File: config.mk
export PLATFORM = sky130hd
export DESIGN_NAME = yarp_alu_arbiter
export DESIGN_NICKNAME = d
export VERILOG_FILES = /design/src/rtl/yarp_pkg.sv /design/src/rtl/yarp_rr_arb2.sv /design/src/rtl/yarp_alu_arbiter.sv
export SDC_FILE = /design/constraint.sdc
export NUM_CORES = 1
export LEC_CHECK = 0
export CAP_MARGIN = 20
export CORE_UTILIZATION = 41
export CTS_BUF_LIST = sky130_fd_sc_hd__clkbuf_4 sky130_fd_sc_hd__clkbuf_8 sky130_fd_sc_hd__clkbuf_16
export DETAILED_ROUTE_END_ITERATION = 8
export PLACE_DENSITY_LB_ADDON = 0.1
export SYNTH_ARGS = -nofsm -noshare
export SYNTH_HDL_FRONTEND = slang
export SYNTH_SLANG_ARGS = --single-unit
File: constraint.sdc
create_clock -name clk -period 2.1 [get_ports clk]
set_input_delay 0.42 -clock clk [delete_from_list [all_inputs] [get_ports clk]]
set_output_delay 0.42 -clock clk [all_outputs]
set_load 0.05 [all_outputs]
File: src/rtl/yarp_pkg.sv
// yarp_pkg: shared ALU op encodings and arbiter state type
package yarp_pkg;

    localparam logic [3:0] OP_ADD = 4'd0;
    localparam logic [3:0] OP_SUB = 4'd1;
    localparam logic [3:0] OP_SLL = 4'd2;
    localparam logic [3:0] OP_SRL = 4'd3;
    localparam logic [3:0] OP_AND = 4'd4;
    localparam logic [3:0] OP_OR  = 4'd5;
    localparam logic [3:0] OP_XOR = 4'd6;

    typedef enum logic [1:0] {
        IDLE,
        ISSUE,
        RESP
    } arb_state_t;

endpackage

File: src/rtl/yarp_rr_arb2.sv
// yarp_rr_arb2: combinational two-way round-robin picker
module yarp_rr_arb2 (
    input  logic [1:0] i_valid,
    input  logic       i_last_gnt,
    output logic [1:0] o_gnt_onehot,
    output logic       o_gnt_idx
);

    // a lone requester wins; on a tie the one not granted last time wins
    assign o_gnt_idx    = (i_valid == 2'b11) ? ~i_last_gnt : i_valid[1];
    assign o_gnt_onehot = (i_valid == 2'b00) ? 2'b00 : (o_gnt_idx ? 2'b10 : 2'b01);

endmodule

File: src/rtl/yarp_alu_arbiter.sv
// yarp_alu_arbiter: shares the yarp ALU between two requesters with a valid/ready response channel
module yarp_alu_arbiter
    import yarp_pkg::*;
#(
    parameter int DATA_W = 32,
    parameter int OP_W   = 4,
    parameter int CNT_W  = 16
) (
    input  logic              clk,
    input  logic              reset_n,
    input  logic              req0_valid_i,
    output logic              req0_ready_o,
    input  logic [DATA_W-1:0] req0_opr_a_i,
    input  logic [DATA_W-1:0] req0_opr_b_i,
    input  logic [OP_W-1:0]   req0_op_sel_i,
    input  logic              req1_valid_i,
    output logic              req1_ready_o,
    input  logic [DATA_W-1:0] req1_opr_a_i,
    input  logic [DATA_W-1:0] req1_opr_b_i,
    input  logic [OP_W-1:0]   req1_op_sel_i,
    output logic [DATA_W-1:0] alu_opr_a_o,
    output logic [DATA_W-1:0] alu_opr_b_o,
    output logic [OP_W-1:0]   alu_op_sel_o,
    input  logic [DATA_W-1:0] alu_res_i,
    input  logic              stall_i,
    output logic [1:0]        rsp_valid_o,
    input  logic [1:0]        rsp_ready_i,
    output logic [DATA_W-1:0] rsp_data_o,
    output logic [CNT_W-1:0]  stall_cnt_o
);

    arb_state_t        r_state;
    logic              r_last_gnt;
    logic              r_owner;
    logic [DATA_W-1:0] r_opa;
    logic [DATA_W-1:0] r_opb;
    logic [OP_W-1:0]   r_op;
    logic [DATA_W-1:0] r_res;
    logic [CNT_W-1:0]  r_cnt;
    logic [1:0]        w_gnt;
    logic              w_gnt_idx;
    logic              w_accept;

    yarp_rr_arb2 u_arb (
        .i_valid      ({req1_valid_i, req0_valid_i}),
        .i_last_gnt   (r_last_gnt),
        .o_gnt_onehot (w_gnt),
        .o_gnt_idx    (w_gnt_idx)
    );

    // ready is only offered while idle, unstalled and out of reset
    assign w_accept     = reset_n && (r_state == IDLE) && !stall_i && (w_gnt != 2'b00);
    assign req0_ready_o = w_accept && w_gnt[0];
    assign req1_ready_o = w_accept && w_gnt[1];

    // the ALU only sees latched operands, and only while an op is issuing
    assign alu_opr_a_o  = (r_state == ISSUE) ? r_opa : '0;
    assign alu_opr_b_o  = (r_state == ISSUE) ? r_opb : '0;
    assign alu_op_sel_o = (r_state == ISSUE) ? r_op : OP_W'(OP_ADD);

    assign rsp_valid_o  = (r_state == RESP) ? (r_owner ? 2'b10 : 2'b01) : 2'b00;
    assign rsp_data_o   = (r_state == RESP) ? r_res : '0;
    assign stall_cnt_o  = r_cnt;

    // accept -> issue -> respond sequencing, one op outstanding at a time
    always_ff @(posedge clk or negedge reset_n) begin
        if (!reset_n) begin
            r_state    <= IDLE;
            r_last_gnt <= 1'b1;
            r_owner    <= 1'b0;
            r_opa      <= '0;
            r_opb      <= '0;
            r_op       <= OP_W'(OP_ADD);
            r_res      <= '0;
            r_cnt      <= '0;
        end else begin
            case (r_state)
                IDLE: if (w_accept) begin
                    r_state    <= ISSUE;
                    r_owner    <= w_gnt_idx;
                    r_last_gnt <= w_gnt_idx;
                    r_opa      <= w_gnt_idx ? req1_opr_a_i : req0_opr_a_i;
                    r_opb      <= w_gnt_idx ? req1_opr_b_i : req0_opr_b_i;
                    r_op       <= w_gnt_idx ? req1_op_sel_i : req0_op_sel_i;
                end
                ISSUE: if (!stall_i) begin
                    r_res   <= alu_res_i;
                    r_state <= RESP;
                end else if (r_cnt != {CNT_W{1'b1}}) begin
                    r_cnt <= r_cnt + CNT_W'(1);
                end
                RESP: if (rsp_ready_i[r_owner]) r_state <= IDLE;
                default: r_state <= IDLE;
            endcase
        end
    end

endmodule

==> metrics.txt <==
status complete, but fails checks; failing checks negative setup slack; largest family of logic cells by synthesized area simple AND/OR/NAND/NOR gates; routed vias 5322; Distinct cells, synth 35; row cnt 43; Starting Density around 42%; core area roughly 14000 sq um; Max FO, Critical Path 9; largest cells by area after synthesis dfrtp_1 50%, mux2i_1 11%, and2_1 11%; ys flop type dfrtp_1; Max clock buf depth 2; drt pass-1 iters 4; syn avg cell area 10.6 sq um; synthesized instance count roughly 560; Slew Limit Fails 0; Fin. Hold Viols 0; # fillers 854; DRC viols 0; fmax about 0.47 GHz; period utilization 102%; Rel. slew slack 56.6%; Die Wd roughly 120 um; CTS buffer count 17; Seq/Total Area, Yosys 50.7%; initial antenna violation count 0; synthesized area just under 6000 sq um; Yosys warnings 0; first-pass GRT wire length around 28000 um; vias in the first global route between 5k and 6k; Register-to-Register Path Depth 6; total gr overflow 0; DRT iter0 DRCs 183; Post-Place Worst Slack -0.0499 ns; antenna-violating nets left 0; Slew @ Worst Pin 0.651 ns; Detailed Place HPWL 13100 um; reg-to-reg startpoint stall_cnt_o[0]$_DFFE_PN0P_; # diodes 0; Max IR drop VDD roughly 0.73 mV; Post-Route WL between 15000 and 20000 um; most common library cells after synthesis 119 x dfrtp_1, 102 x and2_1, 73 x nand2_1, 69 x o21ai_0, 68 x mux2i_1; RSZ-0062 raised after global routing yes; Die ar. 14900 sq um; kind of critical path flip-flop to output port; # IOs about 300; CTS tree done; Worst Setup End Kind output port; mux contribution to synthesized area approximately 18%; Clk Latency, worst-skew pair about 0.41 ns; Lkg Pwr 5.16 nW; P&R area growth vs syn 88.5%; Area after DPL ~10000 sq um; most common cell in the netlist dfrtp_1; number of synthesized flops with an enable pin 0; WP data arrival ~1.7 ns; Synth Area in Simple Gates about 20%; Chip Height 122 um; Setup Skew between 0.007 and 0.008 ns; layout cells sized above 1 32.2%; vias per cell just over 5; All-Layer GR Usage roughly 25%; max-cap check violation count 0; post-route cell area approximately 11000 sq um; RR Endpoint stall_cnt_o[5]$_DFFE_PN0P_; clk slew on worst S/H paths approximately 0.05 ns; Post-Synth XOR/XNOR Area under 10%; R2R setup slack 0.29 ns; root buf cell clkbuf_16; Layout Nets 1043; syn_nets around 740; gp weighted congestion just over 0.8; Cell Pwr Density roughly 1100 nW/um^2; Synth top area share between 50% and 60%; Synth area leader dfrtp_1; H-tree depth 4; Final WS setup -0.0369 ns; clock sinks 120; post-synthesis compound-gate area fraction about 6.5%; post-DR wirelength/cell ~18 um; Final setup viols 53; shortest period the worst path allows roughly 2.1 ns; Port Buffers around 290; largest net degree at the start of global routing between 100 and 150; fraction of registers with async set/reset between 90% and 100%; WHS around 0.12 ns; Post-Synth Adder-Cell Area 0.211%; CP Data Required Time 1.68 ns; Startpoint Class flip-flop; Synth Register Bits 120; Hold Path Class input pin to async pin
[cell usage in the layout (no fill, tap or decap), types with 9 or more instances in the layout]
cell / count
nand2_1: 73
clkdlybuf4s50_1: 174
and2_1: 34
buf_4: 16
clkbuf_16: 20
mux2_2: 33
o21ai_0: 68
dfrtp_1: 116
xor2_1: 11
dlymetal6s2s_1: 9
buf_12: 111
and2_4: 68
mux2i_1: 68
[cell type report]
| class | instances | area, sq um | area share, % |
|---|---|---|---|
| clock buffers | 28 | 552 | 4.94 |
| clock inverters | 2 | 10.0 | 0.0896 |
| inverters | 2 | 7.51 | 0.0672 |
| multi-input cells | 401 | 2960 | 26.5 |
| flip-flops and latches | 120 | 3010 | 26.9 |
| well taps | 180 | 225 | 2.02 |
| repair buffers | 325 | 4410 | 39.5 |
[critical path, cell delays in order, from the launching register on]
cell and delay [ns]:
dfrtp_2 0.42, nor2b_4 0.23, buf_6 0.19, buf_12 0.15
and2_4 0.17, buf_12 0.13
[report_power, final]
group	internal, mW	switching, mW	total [mW]
Combinational	2.82	2.76	5.58
Sequential	3.28	0.562	3.84
Clock	1.76	0.958	2.72
[sequential cells by signal, indices dropped and copies added, names as in the netlist]
| register | cells |
|---|---|
| r_last_gnt | 1 |
| r_op | 4 |
| r_opa | 32 |
| r_opb | 32 |
| r_owner | 1 |
| r_res | 32 |
| r_state | 2 |
| stall_cnt_o | 16 |
[through the flow]
stage	std cells	setup TNS, ns	power (mW)	utilization, %
2_1_floorplan	561	0	6.42	-
6_report	1058	-0.995	12.1	79.9
5_1_grt	1058	-4.05	12.7	79.9
4_1_cts	1049	-2.15	11.9	77.9
3_5_place_dp	1014	-0.628	8.95	72.7
3_3_place_gp	1014	-0.0742	8.75	72.7
[routing by layer]
metal / share of wire, % / vias up / global-route usage [%]
li1: - / 2502 / -
met1: 36 / 2599 / 26.1
met2: 54 / 191 / 44.2
met3: 7.1 / 30 / 8.18
met4: 2.6 / 0 / 11.3
met5: 0 / - / 0
[cells by family after synthesis]
logic type / after synthesis
xor+xnor: 14
mux: 101
compound gates: 74
simple gates: 211
fa+ha+maj: 1
flops: 120
buf+inv: 40
[timing repair]
| item | 4_1_cts | 5_1_grt |
|---|---|---|
| cloned | 1 | 6 |
| hold buffers | 0 | 0 |
| buffers inserted | 4 | 3 |
| pin swaps | 27 | 14 |
| endpoints found under the setup margin | 93 | 110 |
| resized for setup | 45 | 55 |
[how the worst max path moves through the flow]
| stage | from | to | slack (ns) | cells past startpoint |
|---|---|---|---|---|
| after CTS | r_state[1]$_DFFE_PN0P_ | alu_opr_b_o[11] | -0.05 | 4 |
| after global placement | stall_i | req1_ready_o | -0.06 | 5 |
| final | r_state[0]$_DFFE_PN0P_ | alu_opr_a_o[19] | -0.04 | 5 |
| after detailed placement | stall_i | r_opa[6]$_DFFE_PN0P_ | -0.05 | 7 |
| after floorplan | stall_cnt_o[1]$_DFFE_PN0P_ | stall_cnt_o[1]$_DFFE_PN0P_ | 0.01 | 5 |
| after global routing | r_state[1]$_DFFE_PN0P_ | alu_opr_a_o[13] | -0.08 | 5 |
No activity file was read; power rests on OpenSTA's default activity.
==> RTL change 1, RTL diff (same flow settings) <==
Put one more register stage on the output `stall_cnt_o`, without a reset. The value now appears one clock later. The other outputs are not delayed to match.
--- a/src/rtl/yarp_alu_arbiter.sv
+++ b/src/rtl/yarp_alu_arbiter.sv
@@ -62,3 +62,5 @@
     assign rsp_data_o   = (r_state == RESP) ? r_res : '0;
-    assign stall_cnt_o  = r_cnt;
+    always_ff @(posedge clk) begin
+        stall_cnt_o <= r_cnt;
+    end
 
Check against the original RTL: not equivalent (a bounded check fails within 4 cycles, from zero or initial values and one cycle with reset_n low).
==> RTL change 1 against the original RTL <==
  * The run ends with design-rule violations left
  * Register-to-register slack worse by 0.07 ns
  * Via count is 1.4% lower
  * Sequential power increased by 9.9%
  * Synthesized cell count up 3.2%
  * Total power up 6.8%
  * Sequential cell count rose by 16
  * Count of clock-buffer cells in the layout decreased by 4
  * Critical path depth shrank 1
  * Routed wire length fell by 4.3%
  * Area after synthesis up 5.4%
  * Design area rose by 0.79%
  * Clock power rose by 13%
  * Setup slack improved by 0.088 ns
  * Largest cell class unchanged
  * Largest power group unchanged
==> RTL change 1: results (changes against the original RTL) <==
- Status: complete, but fails checks (unchanged)
- Failing checks: design-rule violations (was negative setup slack)
- Share of cells above drive strength 1: 24.16% (was 32.23%)
- Clock Power Share: 23.6% (was 22.4%)
- Clock transition at path regs: 0.06 ns
- # DRC: 19 (was 0)
- Final GP Congestion: 0.8251 (was 0.8206)
- Commonest cells post-synth: dfrtp_1 (119), and2_1 (102), nand2_1 (76) (was dfrtp_1 (119), and2_1 (102), nand2_1 (73))
- Hold Crit Class: in -> async (unchanged)
- Vias per std cell: 4.867 (was 5.030)
- GRT Util Overall: 23.52% (was 24.68%)
- Fill cell count: 950 (was 854)
- 1st-pass router iterations: 8 (was 4)
- Fin Clk Skew: 0.005788 ns (was 0.007466 ns)
- GRT met2 Usage: 44.28% (was 44.17%)
- IO Port Bufs: 294 (unchanged)
- M1 GR Usage: 24.41% (was 26.11%)
- Top cells by area, synth: dfrtp_1 (48%), mux2i_1 (11%), and2_1 (10%) (was dfrtp_1 (50%), mux2i_1 (11%), and2_1 (11%))
- Wire length on met3: 1.296 mm (was 1.341 mm)
- CTS Buf Count: 17 (unchanged)
- Pin count of the biggest net entering global routing: 121 (unchanged)
- Seq pwr share: 32.6% (was 31.6%)
- ANT cells: 0 (unchanged)
- Arrival @ worst endpoint: 1.63 ns (was 1.72 ns)
- Initial antenna violation count: 0 (unchanged)
- Routed met1 length: 6.421 mm (was 6.729 mm)
- P_seq: 4220 uW (was 3840 uW)
- M3 GR Usage: 6.975% (was 8.178%)
- DP HPWL: 13.55 mm (was 13.13 mm)
- IR Drop Worst-Case VDD: 0.0006439 V (was 0.0007315 V)
- Met2 wire len: 9.894 mm (was 10.24 mm)
- Vias in the first global route: 5565 (was 5401)
- Critical path fanouts, max: 35 (was 9)
- Global-route wire length before repair: 28.43 mm (was 27.54 mm)
- Reg2Reg Depth: 5 (was 6)
- Wire length per cell: 16.69 um (was 17.78 um)
- H-tree depth: 4 (unchanged)
- Clock Latency Late Sink: 0.41 ns (about the same)
- Clk buf depth: 2 (unchanged)
- DR top layer: met4 (unchanged)
- Post-synth net total: 755 (was 737)
- Worst-Margin Slew: 0.7257 ns (was 0.6515 ns)
- CTS root buf: clkbuf_16 (unchanged)
- Distinct cells, synth: 32 (was 35)
- Top Registers: r_opa (32), r_opb (32), r_res (32) (unchanged)
- CP max-delay cell: dfrtp_2 (unchanged)
- Post-synthesis async set-or-reset flop share: 88.24% (was 100.0%)
- Final #Nets: 1057 (was 1043)
- Sw Pwr: 4561 uW (was 4282 uW)
- Yosys warnings: 0 (unchanged)
- DRT iter0 DRCs: 229 (was 183)
- Sequential share of the synthesized area: 53.23% (was 50.69%)
- Pleak: 0.004990 uW (was 0.005161 uW)
- Delay of the slowest critical-path stage: 0.42 ns (about the same)
RTL change 1: final cells by class:
class	instances	area, um2	share of cell area, %
clock buffers	24	554.3	4.922
multi-input cells	404	2794	24.81
inverters	1	3.754	0.03333
flip-flops and latches	136	3326	29.53
repair buffers	321	4274	37.96
well taps	184	230.2	2.044
clock inverters	8	78.83	0.7000
RTL change 1: worst paths after layout:
path	from	to	slack [ns]
hold / removal	reset_n	r_cnt[5]	0.13
max in group asynchronous	reset_n	r_opb[15]	1.48
setup reg to reg	r_cnt[1]	r_cnt[1]	0.22
min in group clk	r_cnt[15]	stall_cnt_o[15]	0.43
hold reg to reg	r_cnt[15]	stall_cnt_o[15]	0.43
setup / recovery	r_state[1]	rsp_data_o[0]	0.05
RTL change 1: timing repair:
item / in CTS / in global routing
setup endpoints to repair: 48 / 53
resized for setup: 8 / 7
buffers inserted: 0 / 4
pin swaps: 1 / 2
RTL change 1: through the flow:
stage	std cells	instance area (um2)	setup WS [ns]
detailed placement	1042	10550	-0.1067
CTS	1074	11210	-0.001576
finish	1078	11260	0.05067
global route	1078	11260	-0.01831
floorplan	579	6248	0.004589
global placement	1042	10550	-0.02371
RTL change 1: worst max-delay path: cells and delay by family, from the launching register on:
family,cells,cell delay (ns)
buffers and inverters,2,0.35
DFF,1,0.42
and+or+nand+nor,2,0.44
RTL change 1: kinds of logic after synthesis:
kind of cell / Yosys count / share of synthesized area (%)
and+or+nand+nor: 212 / 18.01
xor gates and xnor gates: 15 / 2.103
muxes: 102 / 17.07
AOI/OAI and AO/OA: 74 / 6.410
buffers and inverters: 39 / 2.985
adders and majority gates: 1 / 0.2003
DFF: 136 / 53.23
==> RTL change 2, RTL diff (same settings) <==
Made on the original files. Change the parameter `OP_W` from 4 to 6.
--- a/src/rtl/yarp_alu_arbiter.sv
+++ b/src/rtl/yarp_alu_arbiter.sv
@@ -5,3 +5,3 @@
     parameter int DATA_W = 32,
-    parameter int OP_W   = 4,
+    parameter int OP_W   = 6,
     parameter int CNT_W  = 16
Interface: changed (resized alu_op_sel_o, req0_op_sel_i and req1_op_sel_i); port bits go from 295 to 301. No check against the original RTL was run, so the function may have changed too.
==> RTL change 2 against the original RTL <==
  * Area after synthesis is 5.1% higher
  * Design area increased by 0.93%
  * The run ends with design-rule violations left
  * Critical path type unchanged
  * Routed wire length shrank 1.7%
  * Global-route usage fell by 0.66 points
  * Total power grew 1.8%
  * Setup slack gained 0.084 ns
  * Sequential cell count is 2 higher
==> RTL change 2: results (changes against the original RTL) <==
- Reg2Reg Depth: 5 (was 6)
- Post-CTS setup buffer count: 0 (was 4)
- Post-synth net total: 751 (was 737)
- Sequential share of the synthesized area: 49.05% (was 50.69%)
- Vias in the first global route: 5526 (was 5401)
- Top cells by area, synth: dfrtp_1 (49%), mux2i_1 (11%), and2_1 (10%) (was dfrtp_1 (50%), mux2i_1 (11%), and2_1 (11%))
- Met2 wire len: 9.810 mm (was 10.24 mm)
- Status: complete, but fails checks (unchanged)
- Final GP Congestion: 0.7957 (was 0.8206)
- R2r endpoint: stall_cnt_o[1] (was stall_cnt_o[5])
- Non-filler instance count after layout: 1069 (was 1058)
- M1 GR Usage: 25.69% (was 26.11%)
- Routed met1 length: 6.938 mm (was 6.729 mm)
- Wire length per cell: 17.30 um (was 17.78 um)
- IR Drop Worst-Case VDD: 0.0006794 V (was 0.0007315 V)
- DP HPWL: 13.66 mm (was 13.13 mm)
- Max-Slew Margin vs Limit: 56.62% (was 56.57%)
- Post-cts resize count: 10 (was 45)
- Num sequential: 122 (was 120)
- Mapped Cells: 571 (was 561)
- M3 GR Usage: 7.702% (was 8.178%)
- Pin count of the biggest net entering global routing: 123 (was 121)
- 1st-pass router iterations: 6 (was 4)
- IO Port Bufs: 300 (was 294)
- # DRC: 21 (was 0)
- Failing checks: design-rule violations (was negative setup slack)
- Delay of the slowest critical-path stage: 0.44 ns (was 0.42 ns)
- Final clock-cell share: 4.882% (was 5.029%)
- Area of the multi-input gates: 0.003034 mm2 (was 0.002962 mm2)
- Pleak: 0.005081 uW (was 0.005161 uW)
- Arrival @ worst endpoint: 1.63 ns (was 1.72 ns)
- Signal buffers share of area: 38.96% (was 39.46%)
- Reg-to-reg setup timing slack: 0.31 ns (was 0.29 ns)
- Final #Nets: 1053 (was 1043)
- CP endpoint: alu_opr_a_o[9] (was alu_opr_a_o[19])
- Sequential share of cell area: 27.11% (was 26.92%)
- GRT Util Overall: 24.03% (was 24.68%)
- Wire length on met3: 1.300 mm (was 1.341 mm)
- Non-clock inverters: 3 (was 2)
- Commonest cells post-synth: dfrtp_1 (121), and2_1 (104), nand2_1 (78) (was dfrtp_1 (119), and2_1 (102), nand2_1 (73))
- Share of cells above drive strength 1: 28.93% (was 32.23%)
- GRT met2 Usage: 44.07% (was 44.17%)
- DRT iter0 DRCs: 213 (was 183)
- Number of multi-input combinational cells: 407 (was 401)
- Internal Power: 8013 uW (was 7863 uW)
- Fin Clk Skew: 0.006571 ns (was 0.007466 ns)
==> RTL change 2: changes by cell type after synthesis, sizes merged, moves of 2 or more <==
cell and delta:
nand4 +2, nand2 +5, mux2i +2, and4 +2
a31oi -2, and2 +2, nor3 -5, xor2 -8
o21ai +2, nor4 -2, xnor2 +9, dfrtp +2
clkbuf +2
==> RTL change 2: power groups by stage <==
stage | sequential [uW] | combinational, uW | clock [uW]
6_report | 3900 | 5760 | 2700
5_1_grt | 4030 | 6090 | 2860
4_1_cts | 3860 | 5560 | 2740
3_5_place_dp | 3880 | 5540 | 0
3_3_place_gp | 3800 | 5430 | 0
2_1_floorplan | 3850 | 3020 | 0
==> RTL change 2: stage by stage <==
stage / power, uW / TNS (ns) / worst slack [ns] / area (um2) / utilization [%]
final: 12360 / 0 / 0.04739 / 11280 / 76.71
after global routing: 12980 / -0.1172 / -0.01454 / 11280 / 76.71
after CTS: 12160 / -0.3339 / -0.02565 / 11030 / 75.03
after detailed placement: 9413 / 0 / 0.01072 / 10480 / 71.28
after global placement: 9234 / 0 / 0.03353 / 10480 / 71.28
after floorplan: 6861 / 0 / 0.1686 / 6230 / -
==> RTL change 2: logic make-up after synthesis <==
logic type               synth area share [%]
multiplexers                            18.97
AO/OA/AOI/OAI                           6.610
adder cells (fa/ha/maj)                0.2009
AND/OR/NAND/NOR                         18.44
XOR/XNOR                                2.110
buffers and inverters                   4.621
flip-flops                              49.05
==> RTL change 2: worst min-delay path by stage <==
stage	to	slack [ns]	from
finish	stall_cnt_o[4]	0.15	reset_n
floorplan	r_op[0]	0.12	reset_n
detailed placement	r_opb[14]	0.47	r_opb[14]
global route	r_opa[12]	0.21	reset_n
CTS	r_opb[16]	0.17	reset_n
global placement	r_opb[14]	0.46	r_opb[14]
